--- src/rtl/noc_axi4_txn_gate_pkg.sv ---
// Shared types and constants for the AXI4 transaction gate between the NoC bridge and the DDR4 controller.
package noc_axi4_txn_gate_pkg;

    typedef enum logic [1:0] {
        ST_CALIB   = 2'd0,
        ST_RUN     = 2'd1,
        ST_DRAIN   = 2'd2,
        ST_DRAINED = 2'd3
    } state_e;

    localparam int CNT_W = 8;

    localparam int ERR_UNDERFLOW  = 0;
    localparam int ERR_CALIB_LOST = 1;

endpackage

--- src/rtl/noc_axi4_txn_cnt.sv ---
// Outstanding-burst counter: +1 on request handshake, -1 on completion, with cap compare and underflow flag.
module noc_axi4_txn_cnt
    import noc_axi4_txn_gate_pkg::*;
#(
    parameter int unsigned MAX = 16
) (
    input  logic             clk,
    input  logic             rst,
    input  logic             inc_i,
    input  logic             dec_i,
    output logic [CNT_W-1:0] cnt_o,
    output logic             below_cap_o,
    output logic             underflow_o
);

    logic [CNT_W-1:0] cnt_q;
    logic [CNT_W-1:0] cnt_d;

    always_comb begin
        // NOTE: every output of this block gets a default first, so no path can infer a latch.
        cnt_d       = cnt_q;
        underflow_o = 1'b0;
        if (inc_i && !dec_i) begin
            cnt_d = cnt_q + CNT_W'(1);
        end else if (dec_i && !inc_i) begin
            if (cnt_q == '0) begin
                underflow_o = 1'b1;
            end else begin
                cnt_d = cnt_q - CNT_W'(1);
            end
        end
    end

    always_ff @(posedge clk) begin
        // NOTE: state registers use non-blocking assignments so all flops update from pre-edge values.
        if (rst) begin
            cnt_q <= '0;
        end else begin
            cnt_q <= cnt_d;
        end
    end

    assign cnt_o       = cnt_q;
    assign below_cap_o = (cnt_q < CNT_W'(MAX));

endmodule

--- src/rtl/noc_axi4_txn_gate.sv ---
// Gates AW/AR address handshakes on calibration and drain state, and caps outstanding reads and writes.
module noc_axi4_txn_gate
    import noc_axi4_txn_gate_pkg::*;
#(
    parameter int unsigned MAX_WR = 16,
    parameter int unsigned MAX_RD = 16
) (
    input  logic             clk,
    input  logic             rst,
    input  logic             calib_done,
    input  logic             drain_req,
    output logic             drained,
    output logic [CNT_W-1:0] wr_cnt,
    output logic [CNT_W-1:0] rd_cnt,
    output logic [1:0]       err,
    input  logic             s_aw_valid,
    output logic             s_aw_ready,
    output logic             m_aw_valid,
    input  logic             m_aw_ready,
    input  logic             s_ar_valid,
    output logic             s_ar_ready,
    output logic             m_ar_valid,
    input  logic             m_ar_ready,
    input  logic             b_valid,
    input  logic             b_ready,
    input  logic             r_valid,
    input  logic             r_ready,
    input  logic             r_last
);

    state_e     state_q, state_d;
    logic [1:0] err_q, err_d;
    logic       aw_ok, ar_ok, aw_hs, ar_hs, b_hs, r_done;
    logic       wr_below, rd_below, wr_uf, rd_uf, calib_lost;

    // Gating depends only on registered state and counts, so there is no valid->ready path.
    assign aw_ok      = (state_q == ST_RUN) && wr_below;
    assign ar_ok      = (state_q == ST_RUN) && rd_below;
    assign m_aw_valid = s_aw_valid && aw_ok;
    assign s_aw_ready = m_aw_ready && aw_ok;
    assign m_ar_valid = s_ar_valid && ar_ok;
    assign s_ar_ready = m_ar_ready && ar_ok;

    assign aw_hs  = m_aw_valid && m_aw_ready;
    assign ar_hs  = m_ar_valid && m_ar_ready;
    assign b_hs   = b_valid && b_ready;
    assign r_done = r_valid && r_ready && r_last;

    noc_axi4_txn_cnt #(.MAX(MAX_WR)) u_wr_cnt (
        .clk         (clk),
        .rst         (rst),
        .inc_i       (aw_hs),
        .dec_i       (b_hs),
        .cnt_o       (wr_cnt),
        .below_cap_o (wr_below),
        .underflow_o (wr_uf)
    );

    noc_axi4_txn_cnt #(.MAX(MAX_RD)) u_rd_cnt (
        .clk         (clk),
        .rst         (rst),
        .inc_i       (ar_hs),
        .dec_i       (r_done),
        .cnt_o       (rd_cnt),
        .below_cap_o (rd_below),
        .underflow_o (rd_uf)
    );

    assign calib_lost = (state_q != ST_CALIB) && !calib_done;

    always_comb begin
        state_d = state_q;
        err_d   = err_q;
        case (state_q)
            ST_CALIB:   if (calib_done) state_d = drain_req ? ST_DRAIN : ST_RUN;
            ST_RUN:     if (drain_req) state_d = ST_DRAIN;
            ST_DRAIN:   if (wr_cnt == '0 && rd_cnt == '0 && !aw_hs && !ar_hs) state_d = ST_DRAINED;
            ST_DRAINED: if (!drain_req) state_d = ST_RUN;
            default:    state_d = ST_CALIB;
        endcase
        // Losing calibration overrides every other transition.
        if (calib_lost) begin
            state_d                = ST_CALIB;
            err_d[ERR_CALIB_LOST]  = 1'b1;
        end
        if (wr_uf || rd_uf) begin
            err_d[ERR_UNDERFLOW] = 1'b1;
        end
    end

    always_ff @(posedge clk) begin
        if (rst) begin
            state_q <= ST_CALIB;
            err_q   <= '0;
        end else begin
            state_q <= state_d;
            err_q   <= err_d;
        end
    end

    assign drained = (state_q == ST_DRAINED);
    assign err     = err_q;

endmodule

--- config.mk ---
export PLATFORM = sky130hd
export DESIGN_NAME = noc_axi4_txn_gate
export DESIGN_NICKNAME = d
export VERILOG_FILES = /design/src/rtl/noc_axi4_txn_gate_pkg.sv /design/src/rtl/noc_axi4_txn_cnt.sv /design/src/rtl/noc_axi4_txn_gate.sv
export SDC_FILE = /design/constraint.sdc
export NUM_CORES = 1
export LEC_CHECK = 0
export CELL_PAD_IN_SITES_DETAIL_PLACEMENT = 0
export CELL_PAD_IN_SITES_GLOBAL_PLACEMENT = 2
export CORE_UTILIZATION = 32
export CTS_CLUSTER_SIZE = 12
export DETAILED_ROUTE_END_ITERATION = 7
export PLACE_DENSITY_LB_ADDON = 0.1
export SLEW_MARGIN = 20
export SYNTH_ARGS = -nofsm -noshare
export SYNTH_HDL_FRONTEND = slang
export SYNTH_SLANG_ARGS = --single-unit
--- constraint.sdc ---
create_clock -name clk -period 9.05 [get_ports clk]
set_clock_uncertainty 0.1 [all_clocks]
set_input_delay 0.905 -clock clk [delete_from_list [all_inputs] [get_ports clk]]
set_output_delay 0.905 -clock clk [all_outputs]
set_load 0.05 [all_outputs]
==> impl_metrics.tcl <==
set metrics [dict create \
    status "finished clean" \
    ys_seq_elements 20 \
    die_y_um 72.36 \
    vias_per_cell 4.925 \
    cts_tree "yes" \
    cts_setup_buffers 0 \
    drv_slew 0 \
    wl_um 3654 \
    ios 36 \
    finalSetupViolCount 0 \
    p_total_uw 855.5 \
    maxCapViolCount 0 \
    setup.worst_path.start_class "input port" \
    grt_max_degree 24 \
    path_max_fanout 11 \
    relSlewSlack 0.4464 \
    clkSinkCount 20 \
    die_area_sq_mm 0.005235 \
    syn_area_sq_mm 0.001584 \
    power_density_mw_per_mm2 416.9 \
    cp_common_cell "ha_1" \
    clk_latency_ps 260 \
    grt_overflow 0 \
    ys_seq_area_frac 0.2528 \
    antenna_found_initial 0 \
    fin_tns_setup_ps 0 \
    place_congestion 0.8146 \
    h-tree-depth 1 \
    ys_async_sr_fraction 0 \
    drtIter0Drc 41 \
    netlist_instances 178 \
    worstMarginPinSlew_ps 827.8 \
    die_x_um 72.36 \
    dp_hpwl_um 2747 \
    leakage_uw 0.0007935 \
    cpLargestDelayFamily "buffers and inverters" \
    path_clk_slew_ps 80 \
    worstSetupPathType "input port to flip-flop" \
    clock_path_buffers 2 \
    io_buffers 35 \
    drive_above_1_share 0.08879 \
    ant_nets 0 \
    root_buffer "clkbuf_8" \
    cts_hold_buf 0 \
    fin_util 0.4316 \
    route.detailed.drc 0 \
    cts_made_buffers 3 \
    crit_chain "clkdlybuf4s50_1 -> and4_1 -> ha_1 -> inv_1 -> ha_1 -> nand3_1 -> o2111a_1 -> o41ai_1 -> mux2_1" \
    period_share 0.3901 \
    end_kind "flip-flop" \
    diodes 0 \
    crit_buf_inv 2 \
    rsz0062_at_grt "false" \
    wl_per_cell_um 13.00 \
    grt_usage 0.1451 \
    area_growth_pct 29.54 \
    start_util 0.3332 \
    fp-row-count 25 \
    first_pass_iters 4 \
    final_hold_viol_count 0 \
    fp.coreArea_sq_mm 0.004755 \
    grt_pass1_vias 1293 \
    fin_crit_ps 3530 \
    synthFlopType "dfxtp_1" \
    cts.repair.resized 0 \
    cp_data_arrival_time_ps 3580 \
    crit_slowest_cell "clkdlybuf4s50_1" \
    cp_data_required_time_ps 9100 \
    peakVddDrop_v 0.0001816 \
    synth_nets 213 \
    syn_area_per_cell_sq_um 8.899 \
    critPathMaxStageDelay_ps 470 \
    synth_enable_flop_cells 0 \
    hp-class "flip-flop to flip-flop" \
    nets 251 \
    yosysWarnings 0 \
    synth_cell_type_count 38 \
    max_freq_mhz 283.3 \
    grt_pass1_wl_um 6016 \
    vias 1384 \
]
-- through the flow --
step / instance area [sq um] / setup slack [ps] / cells / hold slack, ps
after global routing: 2052 / 5401 / 281 / 414.5
final: 2052 / 5520 / 281 / 379.5
after detailed placement: 2011 / 5201 / 278 / 361.8
after global placement: 2011 / 5232 / 278 / 364.1
after floorplan: 1584 / 5856 / 178 / 417.7
after CTS: 2052 / 5482 / 281 / 385.6
-- registers in the layout, indices dropped and copies added, names as in the netlist --
register and cells:
u_wr_cnt.cnt_o 8, err 2, u_rd_cnt.cnt_o 8, state_q 2
-- synthesized netlist by cell type (all sizes together) (3+ instances only) --
| cell type | number | share of area |
|---|---|---|
| nand2 | 21 | 0.050 |
| nand3 | 6 | 0.019 |
| dfxtp | 20 | 0.25 |
| nor2 | 9 | 0.021 |
| or2 | 3 | 0.012 |
| nor2b | 3 | 0.012 |
| a21o | 3 | 0.014 |
| ha | 20 | 0.16 |
| xnor2 | 8 | 0.044 |
| xor2 | 4 | 0.022 |
| nor4 | 4 | 0.043 |
| nor3 | 3 | 0.0095 |
| a21oi | 20 | 0.063 |
| and3 | 4 | 0.017 |
| nand2b | 4 | 0.016 |
| inv | 13 | 0.031 |
-- worst paths after layout --
check                                  startpoint           endpoint  slack, ps  cells after the start
worst max register to register  u_rd_cnt.cnt_o[4]  u_rd_cnt.cnt_o[7]       5730                      9
worst max-delay path                   m_ar_ready  u_rd_cnt.cnt_o[7]       5520                      9
worst min register to register             err[1]             err[1]        380                      2
worst min-delay path                       err[1]             err[1]        380                      2
-- worst register-to-register path, stage by stage, from the launching register on --
cell,delay [ps]
dfxtp_1,370
nor4_4,470
and4_1,370
ha_1,180
inv_1,190
ha_1,440
nand3_1,120
o2111a_1,280
o41ai_1,360
mux2_1,350
-- where the power goes --
group	switching [uW]	total, uW	internal, uW	leakage, uW
Clock	30.3	59.9	29.7	0.0000216
Combinational	369	630	261	0.000609
Sequential	44.6	166	121	0.000163
Total	443	855	412	0.000793
-- cell usage in the layout (no fill, tap or decap) --
cell             netlist  final
a211oi_1               2      2
a21o_1                 3      3
a21oi_1               20     20
a221oi_4               1      1
a311oi_1               1      1
a31oi_2                2      2
a41oi_1                1      1
and3_1                 2      2
and3_2                 2      2
and4_1                 2      2
clkbuf_8               0      3
clkdlybuf4s50_1        0     35
dfxtp_1               20     20
fa_1                   2      2
ha_1                  20     20
inv_1                 13     13
mux2_1                 2      2
mux2i_1                1      1
nand2_1               21     21
nand2b_1               4      4
nand3_1                6      6
nand4_1                1      1
nand4_2                1      1
nor2_1                 9      9
nor2b_1                3      3
nor3_1                 3      3
nor4_2                 2      2
nor4_4                 2      2
o2111a_1               2      2
o2111ai_1              2      2
o211ai_2               2      2
o21ai_0                2      2
o21bai_1               2      2
o22ai_1                2      2
o31ai_4                1      1
o41ai_1                2      2
or2_2                  3      3
xnor2_1                8      8
xor2_1                 4      4
-- logic make-up after synthesis --
kind of cell	share of synthesized area
AOI/OAI and AO/OA	0.2196
DFF	0.2528
muxes	0.02054
and+or+nand+nor	0.2220
buffers and inverters	0.03555
xor gates and xnor gates	0.06635
adders and majority gates	0.1833
-- area by class of cell --
cell class                      count  area (sq um)
Inverter                           13         48.80
Tap cell                           67         83.83
Multi-Input combinational cell    143          1127
Timing Repair Buffer               35         350.3
Fill cell                         489          2703
Clock buffer                        3         41.29
Sequential cell                    20         400.4
-- per-layer routing --
metal,share of wire,global-route usage,up-vias,routed length [um]
li1,-,-,716,-
met1,0.47,0.1852,653,1706
met2,0.51,0.2523,13,1853
met3,0.021,0.02917,2,77
met4,0.0047,0.03050,0,17
met5,0,0,-,0
No activity file was read; power rests on OpenSTA's default activity.
